===== src/rtl/llr_rect_qam_demapper_if.sv =====
// llr_rect_qam_demapper_if: symbol-in / LLR-out stream bundle for the QAM demapper.
// Optional iscale field present when LLR_DEMAP_ISCALE_EN is defined.
interface llr_rect_qam_demapper_if #(
   parameter int pBMAX  = 12,
   parameter int pDAT_W = 9,
   parameter int pLLR_W = 4
);
   logic                      sym_val, sym_rdy, sym_sop;
   logic [4:0]                sym_qam;
   logic signed [pDAT_W-1:0]  re, im;
`ifdef LLR_DEMAP_ISCALE_EN
   logic [1:0]                scale;
`endif
   logic                      llr_val, llr_rdy, llr_sop, err;
   logic [4:0]                llr_qam;
   logic [pBMAX*pLLR_W-1:0]   llr;
   modport master (
      output sym_val, sym_sop, sym_qam, re, im, llr_rdy,
`ifdef LLR_DEMAP_ISCALE_EN
      output scale,
`endif
      input  sym_rdy, llr_val, llr_sop, llr_qam, err, llr
   );
   modport slave (
      input  sym_val, sym_sop, sym_qam, re, im, llr_rdy,
`ifdef LLR_DEMAP_ISCALE_EN
      input  scale,
`endif
      output sym_rdy, llr_val, llr_sop, llr_qam, err, llr
   );
endinterface


===== src/rtl/llr_rect_qam_demapper.sv =====
// llr_rect_qam_demapper: pipelined max-log LLR demapper for Gray rectangular QAM, B=1..pBMAX per symbol.
// Define LLR_DEMAP_ISCALE_EN to add a per-symbol extra output shift (bus.scale).
module llr_rect_qam_demapper #(
   parameter int pBMAX      = 12,
   parameter int pDAT_W     = 9,
   parameter int pLLR_W     = 4,
   parameter int pSHIFT     = 4,
   parameter int pOUT_SHIFT = 4
) (
   input logic clk,
   input logic rst_n,
   llr_rect_qam_demapper_if.slave bus
);
   localparam int S = (pBMAX + 1) / 2 - 1;
   localparam int N = S + 2;
   localparam int W = pDAT_W + 1;
   localparam int D = 2 * (S + 1);
   localparam logic signed [W-1:0] MAXL = W'((1 << (pLLR_W - 1)) - 1);
   typedef logic [D-1:0][W-1:0] dvec_t;

   function automatic int m_i(input logic [4:0] q);
      return (int'(q) + 1) / 2;
   endfunction
   function automatic int m_q(input logic [4:0] q);
      return int'(q) / 2;
   endfunction
   // T_k - |d|; T_k beyond the internal width wraps to zero like the rest of the arithmetic
   function automatic logic [W-1:0] lvl(input logic [W-1:0] p, input int m, input int k);
      int a;
      a = m - k + pSHIFT;
      return ((a < 0 || a >= W) ? W'(0) : W'(1) << a) - (p[W-1] ? -p : p);
   endfunction

   logic             vld [N-1];
   logic             sop [N-1];
   logic [4:0]       qam [N-1];
   logic [1:0]       scl [N-1];
   dvec_t            d   [N-1];
   logic [N-1:0]     vv, adv;
   logic             ov, osop, oe, lg;
   logic [4:0]       oq;
   logic [pBMAX*pLLR_W-1:0] ol, nl;
   logic signed [W-1:0] sd;

   always_comb begin
      for (int i = 0; i < N - 1; i++) vv[i] = vld[i];
      vv[N-1] = ov;
   end

   // a stage may load whenever any stage at or after it is empty, or the sink pops
   for (genvar g = 0; g < N; g++) begin : ad
      assign adv[g] = ~(&vv[N-1:g]) | bus.llr_rdy;
   end

   for (genvar g = 0; g < N - 1; g++) begin : stg
      dvec_t      nd;
      logic       pv, ps;
      logic [4:0] pq;
      logic [1:0] pc;
      if (g == 0) begin : in0
         always_comb begin
            pv = bus.sym_val;
            ps = bus.sym_sop;
            pq = bus.sym_qam;
`ifdef LLR_DEMAP_ISCALE_EN
            pc = bus.scale;
`else
            pc = 2'd0;
`endif
            nd = '0;
            nd[0] = W'(bus.re);
            nd[1] = W'(bus.im);
         end
      end else begin : lv
         always_comb begin
            pv = vld[g-1];
            ps = sop[g-1];
            pq = qam[g-1];
            pc = scl[g-1];
            nd = d[g-1];
            nd[2*g]   = lvl(d[g-1][2*g-2], m_i(qam[g-1]), g);
            nd[2*g+1] = lvl(d[g-1][2*g-1], m_q(qam[g-1]), g);
         end
      end
      always_ff @(posedge clk)
         if (!rst_n) begin
            vld[g] <= 1'b0;
            sop[g] <= 1'b0;
            qam[g] <= '0;
            scl[g] <= '0;
            d[g]   <= '0;
         end else if (adv[g]) begin
            vld[g] <= pv;
            if (pv) begin
               sop[g] <= ps;
               qam[g] <= pq;
               scl[g] <= pc;
               d[g]   <= nd;
            end
         end
   end

   // B=1 falls out of ceil/floor naturally: mI=1, mQ=0
   always_comb begin
      lg = qam[N-2] != 5'd0 && int'(qam[N-2]) <= pBMAX;
      nl = '0;
      sd = '0;
      for (int j = 0; j < pBMAX; j++) begin
         sd = $signed(d[N-2][j]) >>> (pOUT_SHIFT + int'(scl[N-2]));
         sd = sd > MAXL ? MAXL : sd < -MAXL ? -MAXL : sd;
         nl[j*pLLR_W +: pLLR_W] = (lg && j / 2 < (j % 2 == 1 ? m_q(qam[N-2]) : m_i(qam[N-2])))
                                  ? sd[pLLR_W-1:0] : '0;
      end
   end

   always_ff @(posedge clk)
      if (!rst_n) begin
         ov   <= 1'b0;
         osop <= 1'b0;
         oq   <= '0;
         oe   <= 1'b0;
         ol   <= '0;
      end else if (adv[N-1]) begin
         ov <= vld[N-2];
         if (vld[N-2]) begin
            osop <= sop[N-2];
            oq   <= qam[N-2];
            oe   <= ~lg;
            ol   <= nl;
         end
      end

   assign bus.sym_rdy = adv[0];
   assign bus.llr_val = ov;
   assign bus.llr_sop = osop;
   assign bus.llr_qam = oq;
   assign bus.err     = oe;
   assign bus.llr     = ol;
endmodule


===== src/flat_wrapper.sv =====
// flat-port wrapper written by rule: the top's interface ports become plain ports
module llr_rect_qam_demapper_flat 
#(
   parameter int pBMAX      = 12,
   parameter int pDAT_W     = 9,
   parameter int pLLR_W     = 4,
   parameter int pSHIFT     = 4,
   parameter int pOUT_SHIFT = 4
)
  (clk, rst_n, bus_sym_val, bus_sym_sop, bus_sym_qam, bus_re, bus_im, bus_llr_rdy, bus_sym_rdy, bus_llr_val, bus_llr_sop, bus_llr_qam, bus_err, bus_llr);
  llr_rect_qam_demapper_if #(.pBMAX(pBMAX), .pDAT_W(pDAT_W), .pLLR_W(pLLR_W)) bus_i ();
  input logic clk;
  input logic rst_n;
  input wire logic [$bits(bus_i.sym_val)-1:0] bus_sym_val;
  input wire logic [$bits(bus_i.sym_sop)-1:0] bus_sym_sop;
  input wire logic [$bits(bus_i.sym_qam)-1:0] bus_sym_qam;
  input wire logic [$bits(bus_i.re)-1:0] bus_re;
  input wire logic [$bits(bus_i.im)-1:0] bus_im;
  input wire logic [$bits(bus_i.llr_rdy)-1:0] bus_llr_rdy;
  output wire logic [$bits(bus_i.sym_rdy)-1:0] bus_sym_rdy;
  output wire logic [$bits(bus_i.llr_val)-1:0] bus_llr_val;
  output wire logic [$bits(bus_i.llr_sop)-1:0] bus_llr_sop;
  output wire logic [$bits(bus_i.llr_qam)-1:0] bus_llr_qam;
  output wire logic [$bits(bus_i.err)-1:0] bus_err;
  output wire logic [$bits(bus_i.llr)-1:0] bus_llr;
  assign bus_i.sym_val = bus_sym_val;
  assign bus_i.sym_sop = bus_sym_sop;
  assign bus_i.sym_qam = bus_sym_qam;
  assign bus_i.re = bus_re;
  assign bus_i.im = bus_im;
  assign bus_i.llr_rdy = bus_llr_rdy;
  assign bus_sym_rdy = bus_i.sym_rdy;
  assign bus_llr_val = bus_i.llr_val;
  assign bus_llr_sop = bus_i.llr_sop;
  assign bus_llr_qam = bus_i.llr_qam;
  assign bus_err = bus_i.err;
  assign bus_llr = bus_i.llr;
  llr_rect_qam_demapper #(.pBMAX(pBMAX), .pDAT_W(pDAT_W), .pLLR_W(pLLR_W), .pSHIFT(pSHIFT), .pOUT_SHIFT(pOUT_SHIFT)) u_core (.clk(clk), .rst_n(rst_n), .bus(bus_i));
endmodule

===== config.mk =====
export PLATFORM = sky130hd
export DESIGN_NAME = llr_rect_qam_demapper_flat
export DESIGN_NICKNAME = d
export VERILOG_FILES = /design/src/rtl/llr_rect_qam_demapper_if.sv /design/src/rtl/llr_rect_qam_demapper.sv /design/src/flat_wrapper.sv
export SDC_FILE = /design/constraint.sdc
export NUM_CORES = 1
export LEC_CHECK = 0
export CORE_MARGIN = 2
export CORE_UTILIZATION = 31
export CTS_CLUSTER_SIZE = 8
export DETAILED_ROUTE_END_ITERATION = 12
export SYNTH_ARGS = -nofsm -noshare
export SYNTH_HDL_FRONTEND = slang
export SYNTH_SLANG_ARGS = --single-unit

===== constraint.sdc =====
create_clock -name clk -period 17.7 [get_ports clk]
set_input_delay 1.77 -clock clk [delete_from_list [all_inputs] [get_ports clk]]
set_output_delay 1.77 -clock clk [all_outputs]
set_load 0.02 [all_outputs]

# Word-level counts from Yosys, hierarchy flattened
# Memories as Yosys holds them, arrays and structs flattened. A register that Yosys moved wholly into a read port is not among the register bits.
# Index checks and enable logic that the tools add are counted.
# totals
reg_bits,55
mem_bits_rw,774
inputBits,28
output_inout_bits,57
wordCells,353
n_memories,5
# memory_table
name,depth,word_bits,rd,rd_ports_with_merged_regs,wr,line_no,source
u_core.d,6,120,6,0,6,llr_rect_qam_demapper.sv:38,dvec_t d [N-1];
u_core.qam,6,5,6,0,6,llr_rect_qam_demapper.sv:36,logic [4:0] qam [N-1];
u_core.scl,6,2,6,0,6,llr_rect_qam_demapper.sv:37,logic [1:0] scl [N-1];
u_core.sop,6,1,6,1,6,llr_rect_qam_demapper.sv:35,logic sop [N-1];
u_core.vld,6,1,6,0,6,llr_rect_qam_demapper.sv:34,logic vld [N-1];
# classes
n_addsub,53
order_cmp,57
shift,22
mux,129
bitwise,51
n_reduce_logical,32
# ops
operator,n
2-to-1 mux 120 bit,6
"adder 32 x 4 -> 32 bit, second input constant",10
"greater-or-equal comparator 32 x 5 -> 1 bit, second input constant",10
"less-than comparator 32 x 1 -> 1 bit, second input constant",10
"left shift 1 x 32 -> 10 bit, first input constant",10
2-to-1 mux 10 bit,20
adder 32 x 1 -> 32 bit,6
2-to-1 mux 4 bit,36
"greater-than comparator 10 x 4 -> 1 bit, second input constant",12
"less-than comparator 10 x 4 -> 1 bit, second input constant",12
>>> shifter 10 x 4 -> 10 bit,12
negation 10 bit,10
subtractor 10 bit,10
"less-than comparator 3 x 32 -> 1 bit, first input constant",2
"less-than comparator 4 x 32 -> 1 bit, first input constant",2
"subtractor 32 x 3 -> 32 bit, second input constant",2
"subtractor 32 x 4 -> 32 bit, second input constant",2
2-to-1 mux 1 bit,55
OR 1 bit,37
"adder 5 x 1 -> 6 bit, second input constant",6
"less-than comparator 1 x 32 -> 1 bit, first input constant",1
"less-than comparator 2 x 32 -> 1 bit, first input constant",1
"subtractor 32 x 2 -> 32 bit, second input constant",1
2-to-1 mux 5 bit,6
other kinds (21),65

# Depth between registers and ports, before layout
# Gate-level depths: netlist of run 1.
# An unclocked memory read counts as a cell.
# depth
depth_word,11
depth_mapped,21
depth_no_buf,20

# Worst setup path after synthesis of run 1
# Ideal clock, no wire load.
# synth_path
path_kind,input to register
start,in bus_llr_rdy
end,mem u_core.d[5][104] (netlist bit) (enable)
setup_time_ns,0.615
t_arrival_ns,7.308
t_required_ns,17.085
path_slack_ns,9.777
stages,3
n_path_buf,0
path_cell_list,nand2b_1 nor2_1 o21ai_0
# synth_lines
item,line_no,source
"start, declared",flat_wrapper.sv:19,input wire logic [$bits(bus_i.llr_rdy)-1:0] bus_llr_rdy;
"end, declared",llr_rect_qam_demapper.sv:38,

# Final worst setup path of run 1
# layout_path
start,in bus_llr_rdy
end,out bus_sym_rdy
# layout_via
elab_chain_cells,1
# layout_rtl
item,line_no,source
OR 1 bit,llr_rect_qam_demapper.sv:52,assign adv[g] = ~(&vv[N-1:g]) | bus.llr_rdy;
"end, declared",flat_wrapper.sv:20,output wire logic [$bits(bus_i.sym_rdy)-1:0] bus_sym_rdy;
# Every way passes these cells.

==> summary.txt, run 1 <==
Clocking
  • Setup Fix Bufs, Post-CTS: 0
  • CTS tree: yes
  • Post-CTS resize count: 0
  • Root Buffer: clkbuf_16
  • Clock tree buffer depth: 3
  • Skew-Pair Late Insertion Delay: approximately 610 ps
  • Clock transition at path regs: ~50 ps
  • CTS sink count: ~380
  • CTS Buf Count: 54
  • H-tree Lvls: 2
  • Hold Buf Count CTS: 0

Synthesis
  • Synth unique cells: a little under 80
  • Post-Syn Area: 0.02226 mm2
  • Most numerous cell in the Yosys netlist: edfxtp_1
  • Largest cells by area after synthesis: edfxtp_1, ha_1, and2_1, dfxtp_1, nor2_1
  • Synthesized Nets: 2374
  • Largest family of logic cells by synthesized area: simple AND/OR/NAND/NOR gates
  • Post-synth top flop: edfxtp_1
  • Avg Synthesized Cell Area: 10.18 um2
  • XOR/XNOR share of the synthesized area: 5.328%
  • FFs w/ async S/R, synth: 0%
  • Synth Register Bits: between 300 and 400
  • Simple-gate share of the synthesized area: between 20% and 30%
  • Seq/Total Area, Yosys: approximately 48%
  • Mux cell area share after synthesis: less than 1%
  • EDFF count, synth: 320
  • Yosys top cell by area: edfxtp_1
  • Synth cell count leaders: edfxtp_1, and2_1, nor2_1
  • Post-synthesis adder-cell area fraction: under 10%
  • Share of the synthesized area in the top cell type: 43.16%
  • Yosys Warn Count: 0
  • Synth Instances: approximately 2200
  • Area fraction in compound gates after synthesis: 10.81%

Setup path
  • R2R depth: 20
  • R2R Path End: u_core.d[1][38]
  • FF-to-FF Start: u_core.qam[0][1]
  • Critical path origin: bus_llr_rdy
  • Worst Setup End Kind: output port
  • Crit path launch type: input pin
  • Worst setup path class: in2out
  • Crit path DAT: 4020 ps
  • Last element of the critical path: bus_sym_rdy
  • Reg2Reg Setup Slack: 12580 ps
  • Crit path required time: 15930 ps
  • Crit-path max FO: 5

Die
  • Row count: 98
  • Die width: between 200 and 300 um
  • I/O Pins: between 80 and 90
  • Chip height: between 200 and 300 um
  • Core area: 0.07124 mm2
  • Initial Util: between 30% and 40%
  • DIE AREA: roughly 0.074 mm2

Detailed routing
  • DR vias: ~16000
  • Routed len/inst: ~14 um
  • Vias per cell: about 4.8
  • Drt first pass iters: 5
  • Post-route DRC: 0
  • Final ANT Viol Nets: 0
  • DRT iter0 DRCs: roughly 800
  • Detailed Route WL: 45.46 mm

Min path
  • HP Class: reg2reg

Timing
  • Min cycle time layout: around 5800 ps
  • Fin. max-slew vios: 0
  • Unrepaired setup endpoints after global routing: no
  • Max transition margin: 29.38%
  • Tcrit/Tclk final: around 33%
  • Final Skew: 46.23 ps
  • Setup-failing EPs final: 0
  • Fin. Hold Viols: 0
  • Setup TNS: 0 ps
  • Worst setup margin: 11910 ps
  • Max Fclk: between 150 and 200 MHz
  • Hold WS: about 460 ps
  • Worst Max-Slew Pin Slew: approximately 1100 ps

Pwr
  • Max VDD drop: just over 0.00008 V
  • Pwr Density: about 88 mW/mm2
  • Pleak: a little under 10 nW

Global route
  • Largest net degree at the start of global routing: 76
  • Vias in the first global route: approximately 15000
  • Antenna violations before repair: 0
  • Gr ovfl total: 0
  • Tot GR Track Use: 12.27%
  • First-pass GRT wire length: approximately 76 mm

Cells and area
  • # diodes: 0
  • Post-route cell area: ~0.026 mm2
  • # fillers: 6959
  • Ratio of cells with drive above 1 in the final layout: 4.660%
  • Syn-to-layout area delta: 15.22%
  • Nets: between 2000 and 2500

Placement
  • RePlAce Congestion: 0.8295
  • Pre-CTS setup slack: approximately 12000 ps
  • Placed Area: 0.02410 mm2
  • Post-DP HPWL: between 30 and 40 mm
  • IO buf count: 84

Run status
  • Status: finished clean

Run
  • Maxcap violations: 0
sequential cells by signal, indices dropped and copies added (netlist names):
signal / flops
u_core.bus.llr_val: 1
u_core.vld: 6
u_core.d: 280
u_core.bus.llr: 48
u_core.sop: 6
u_core.bus.llr_qam: 5
u_core.qam: 30
u_core.bus.err: 1
u_core.bus.llr_sop: 1
metrics by stage:
step / cells / util [%] / total power [mW]
after floorplan: 2188 / - / 1.270
after global placement: 3158 / 33.83 / 1.328
after detailed placement: 3158 / 33.83 / 1.336
after CTS: 3246 / 36.01 / 2.294
after global routing: 3246 / 36.01 / 2.370
final: 3246 / 36.01 / 2.264
cells by family (layout without fill, tap and decap cells):
logic type      count (synthesis)  after routing
compound gates                368            368
xor+xnor                      133            133
fa+ha+maj                     158            158
buf+inv                       176            284
flops                         378            378
mux                             9              9
simple gates                  966            966
layer usage:
metal  wire [um]  part of all wire, %  global-route usage, %  up-vias
met5           0                    0                      0        -
met2       21700                   48                  21.17      252
met1       21040                   46                  15.52     7245
li1            -                    -                      -     7920
met4        1381                  3.0                  4.627        0
met3        1336                  2.9                  1.825       86
report_power, final:
| part | total, mW | internal [mW] | switching (mW) |
|---|---|---|---|
| Sequential | 1.03 | 1.00 | 0.0310 |
| Clock | 0.943 | 0.568 | 0.375 |
| Combinational | 0.289 | 0.124 | 0.166 |
| Total | 2.26 | 1.69 | 0.572 |
placed cells by master, fill, tap and decap left out, drive strengths merged, types with 7 or more instances in the layout:
cell type	synthesis	routed
a2111oi	9	9
a21boi	25	25
a21o	14	14
a21oi	85	85
a22oi	16	16
and2	237	237
and3	18	18
buf	8	11
clkbuf	66	82
clkdlybuf4s50	0	83
dfxtp	58	58
edfxtp	320	320
fa	8	8
ha	150	150
inv	101	102
mux2i	8	8
nand2	177	177
nand2b	26	26
nand3	46	46
nand3b	9	9
nand4	12	12
nor2	199	199
nor2b	58	58
nor3	71	71
nor3b	24	24
nor4	21	21
nor4b	8	8
o2111ai	12	12
o21a	24	24
o21ai	103	103
o31ai	20	20
o41ai	9	9
or2	14	14
or3	21	21
or4	7	7
xnor2	57	57
xor2	75	75
worst min-delay path by stage:
| stage | slack (ps) | cells after the start | to | start |
|---|---|---|---|---|
| after floorplan | 410 | 2 | u_core.sop[4] | u_core.sop[3] |
| after global placement | 450 | 2 | u_core.bus.llr[32] | u_core.bus.llr[32] |
| after detailed placement | 460 | 2 | u_core.bus.llr[25] | u_core.bus.llr[25] |
| after CTS | 460 | 2 | u_core.bus.llr[25] | u_core.bus.llr[25] |
| after global routing | 490 | 2 | u_core.bus.llr[25] | u_core.bus.llr[25] |
| final | 460 | 2 | u_core.bus.llr[25] | u_core.bus.llr[25] |
critical path, stage by stage:
cell	delay, ps
clkdlybuf4s50_1	420
nand3b_1	240
nor2_1	400
and3_1	320
and2_1	200
nand2_1	110
clkdlybuf4s50_1	550
cell type report:
class	instances	area [um2]	area share [%]
multi-input combinational	1634	10850	42.28
sequential	378	10770	41.98
clock buffer	82	1476	5.755
tap	950	1189	4.633
timing repair buffer	94	910.9	3.551
inverter	102	382.9	1.492
clock inverter	6	78.83	0.3073
No activity file was read; power rests on OpenSTA's default activity.
==> inputs of run 2 (changes only) <==
==> constraint.sdc (replaced) <==
create_clock -name clk -period 5.1 [get_ports clk]
set_input_delay 0.51 -clock clk [delete_from_list [all_inputs] [get_ports clk]]
set_output_delay 0.51 -clock clk [all_outputs]
set_load 0.02 [all_outputs]
==> summary.txt, run 2 (synthesis results as in run 1) <==
Global route
  • First-pass GRT wire length: 75.82 mm (was 76.07 mm)
  • Vias in the first global route: 15196 (was 15432)
  • Tot GR Track Use: 12.15% (was 12.27%)
  • Antenna violations before repair: 0 (unchanged)
  • Gr ovfl total: 0 (unchanged)
  • Largest net degree at the start of global routing: 69 (was 76)

Cells and area
  • Largest register FFs: 280 (unchanged)
  • Nets: 2462 (was 2450)
  • Syn-to-layout area delta: 15.63% (was 15.22%)
  • Final Non-Filler Cells: 3260 (was 3246)
  • Register with the most flip-flops: u_core.d (unchanged)
  • Area of the multi-input gates: 0.01085 mm2 (about the same)
  • Most frequent cells in the layout: edfxtp_1, and2_1, nor2_1 (unchanged)
  • Commonest non-fill, non-tap cell in the layout: edfxtp_1 (unchanged)
  • # fillers: 7028 (was 6959)
  • Ratio of cells with drive above 1 in the final layout: 5.195% (was 4.660%)
  • # diodes: 0 (unchanged)
  • Reg area: 0.01077 mm2 (unchanged)
  • Post-route cell area: 0.02574 mm2 (was 0.02565 mm2)

Die
  • I/O Pins: 85 (unchanged)
  • DIE AREA: 0.07398 mm2 (unchanged)
  • Initial Util: 31.25% (unchanged)
  • Row count: 98 (unchanged)
  • Core area: 0.07124 mm2 (unchanged)
  • Die width: 272.0 um (unchanged)
  • Chip height: 272.0 um (unchanged)

Pwr
  • Clk network pwr share: 41.5% (was 41.7%)
  • Switching Share: 25.39% (was 25.26%)
  • P_sw: 1.995 mW (was 571.8 uW)
  • Gate power share: 13.0% (was 12.8%)
  • Pwr Density: 305.1 mW/mm2 (was 88.24 mW/mm2)
  • Pleak: 9.770 nW (was 9.720 nW)
  • Int Pwr: 5.861 mW (was 1.692 mW)
  • Seq pwr share: 45.5% (was 45.6%)
  • Max VDD drop: 0.0002487 V (was 0.00008205 V)

Placement
  • Post-DP HPWL: 34.26 mm (was 33.75 mm)
  • IO buf count: 84 (unchanged)
  • Placed Area: 0.02413 mm2 (was 0.02410 mm2)
  • RePlAce Congestion: 0.8342 (was 0.8295)
  • Cell count after placement: 3162 (was 3158)

Timing
  • Max Fclk: 211.6 MHz
  • Unrepaired setup endpoints after global routing: no (unchanged)
  • Setup TNS: 0 ps (unchanged)
  • Fin. max-slew vios: 0 (unchanged)
  • Setup-failing EPs final: 0 (unchanged)
  • Fin. Hold Viols: 0 (unchanged)
  • Final Skew: 58.83 ps (was 46.23 ps)
  • Worst Max-Slew Pin Slew: 1050 ps (was 1056 ps)
  • Tcrit/Tclk final: 92.68%
  • Max transition margin: 29.75% (was 29.38%)
  • Min cycle time layout: around 4700 ps

Detailed routing
  • Vias per cell: 4.783 (was 4.776)
  • DRT iter0 DRCs: 897 (was 802)
  • Routed len/inst: 14.03 um (was 14.01 um)
  • Drt first pass iters: 7 (was 5)
  • Detailed Route WL: 45.74 mm (was 45.46 mm)
  • Final ANT Viol Nets: 0 (unchanged)
  • Post-route DRC: 0 (unchanged)
  • DR vias: 15592 (was 15503)

Run
  • Maxcap violations: 0 (unchanged)

Clocking
  • CTS Buf Count: 54 (unchanged)
  • Root Buffer: clkbuf_16 (unchanged)
  • CTS tree: yes (unchanged)
  • Skew-Pair Late Insertion Delay: 610 ps (about the same)
  • CTS sink count: 378 (unchanged)
  • Clock tree buffer depth: 3 (unchanged)
  • Clock transition at path regs: 50 ps (about the same)
  • H-tree Lvls: 2 (unchanged)

Setup path
  • Crit-path slowest cell: or3b_2 (was clkdlybuf4s50_1)
  • Critical path cell sequence: buf_4 > nor3_1 > xnor2_1 > ha_1 > inv_1 > ha_1 > or3b_2 > a2111oi_4 > nand3_2 > or2_2 > ha_1 > fa_1 > nor2b_1 > o21ai_0 > a21boi_1 > o21ai_0 > a21oi_1 > o21ai_0 > nor3b_1 (was clkdlybuf4s50_1 > nand3b_1 > nor2_1 > and3_1 > and2_1 > nand2_1 > clkdlybuf4s50_1)
  • Crit-path max FO: 7 (was 5)
  • Top delay family on crit path: simple AND/OR/NAND/NOR gates (unchanged)
  • Slowest cell delay on critical path: 530 ps (was 550 ps)
  • Crit path required time: 5400 ps (was 15930 ps)
  • WP depth: 19 (was 7)
  • Crit path DAT: 5030 ps (was 4020 ps)
  • Worst setup path class: reg2reg (was in2out)
  • Worst Setup End Kind: flop (was output port)
  • Worst Path Buf+Inv: 2 (unchanged)
  • Crit path launch type: flop (was input pin)
  • R2R depth: 19 (was 20)

Run status
  • Status: finished clean (unchanged)

Min path
  • HP Class: in2reg (was reg2reg)
  • Worst hold path cell count: 2 (unchanged)
run 2: cell types whose count changed in the layout (fill, tap and decap cells not counted), moves of 2 or more:
cell / delta
clkbuf_1: +5
buf_4: +12
clkbuf_8: -2
clkinvlp_4: +2
a21boi_1: +2
clkinv_1: -3
a21boi_0: -2
run 2: power groups by stage:
stage          Sequential (mW)  Clock (mW)  Combinational (mW)
2_1_floorplan             3.59           0               0.817
3_3_place_gp              3.63           0               0.975
3_5_place_dp              3.64           0                1.00
4_1_cts                   3.58        3.36                1.01
5_1_grt                   3.59        3.47                1.15
6_report                  3.58        3.26                1.02
run 2: path summary, 6_finish.rpt:
| check | startpoint | endpoint | slack (ps) |
|---|---|---|---|
| min | rst_n | u_core.vld[1] | 370 |
| max | u_core.qam[0][1] | u_core.d[1][38] | 370 |
| min reg2reg | u_core.sop[3] | u_core.sop[4] | 440 |
| max reg2reg | u_core.qam[0][1] | u_core.d[1][38] | 370 |
run 2: layer usage:
layer	vias up	global-route usage (%)	routed length, um
met5	-	0	0
met4	0	3.557	944
met3	63	1.834	1550
met2	252	20.90	21950
met1	7320	15.80	21300
li1	7957	-	-
run 2: layout make-up:
class	instances	area share, %
clock buffers	85	5.701
well taps	950	4.617
repair buffers	106	3.888
flip-flops and latches	378	41.84
clock inverters	5	0.3062
inverters	102	1.502
multi-input cells	1634	42.15
run 2: repair_timing:
item,CTS,global route
pin swaps,0,1
gates resized for setup,0,4
hold buffers,0,0
setup buffers,1,7
endpoints found under the setup margin,1,5
run 2: through the flow:
| stage | hold WS, ps | setup WS [ps] | power, mW | utilization (%) |
|---|---|---|---|---|
| after floorplan | 408.1 | 492.6 | 4.404 | - |
| after global placement | 444.6 | 195.4 | 4.608 | 33.87 |
| after detailed placement | 423.5 | 69.44 | 4.641 | 33.87 |
| after CTS | 336.7 | 45.18 | 7.950 | 36.05 |
| after global routing | 372.0 | 0.5422 | 8.214 | 36.14 |
| final | 373.4 | 373.3 | 7.855 | 36.14 |
==> inputs of run 3 (changes only) <==
--- a/config.mk
+++ b/config.mk
@@ -5,10 +5,12 @@
 export SDC_FILE = /design/constraint.sdc
 export NUM_CORES = 1
 export LEC_CHECK = 0
+export ABC_CLOCK_PERIOD_IN_PS = 5100
 export CORE_MARGIN = 2
 export CORE_UTILIZATION = 31
 export CTS_CLUSTER_SIZE = 8
 export DETAILED_ROUTE_END_ITERATION = 12
+export HOLD_SLACK_MARGIN = 0.06
 export SYNTH_ARGS = -nofsm -noshare
 export SYNTH_HDL_FRONTEND = slang
 export SYNTH_SLANG_ARGS = --single-unit
==> results of run 3 <==
Final layout, timing and power as in run 2 (identical DEF).
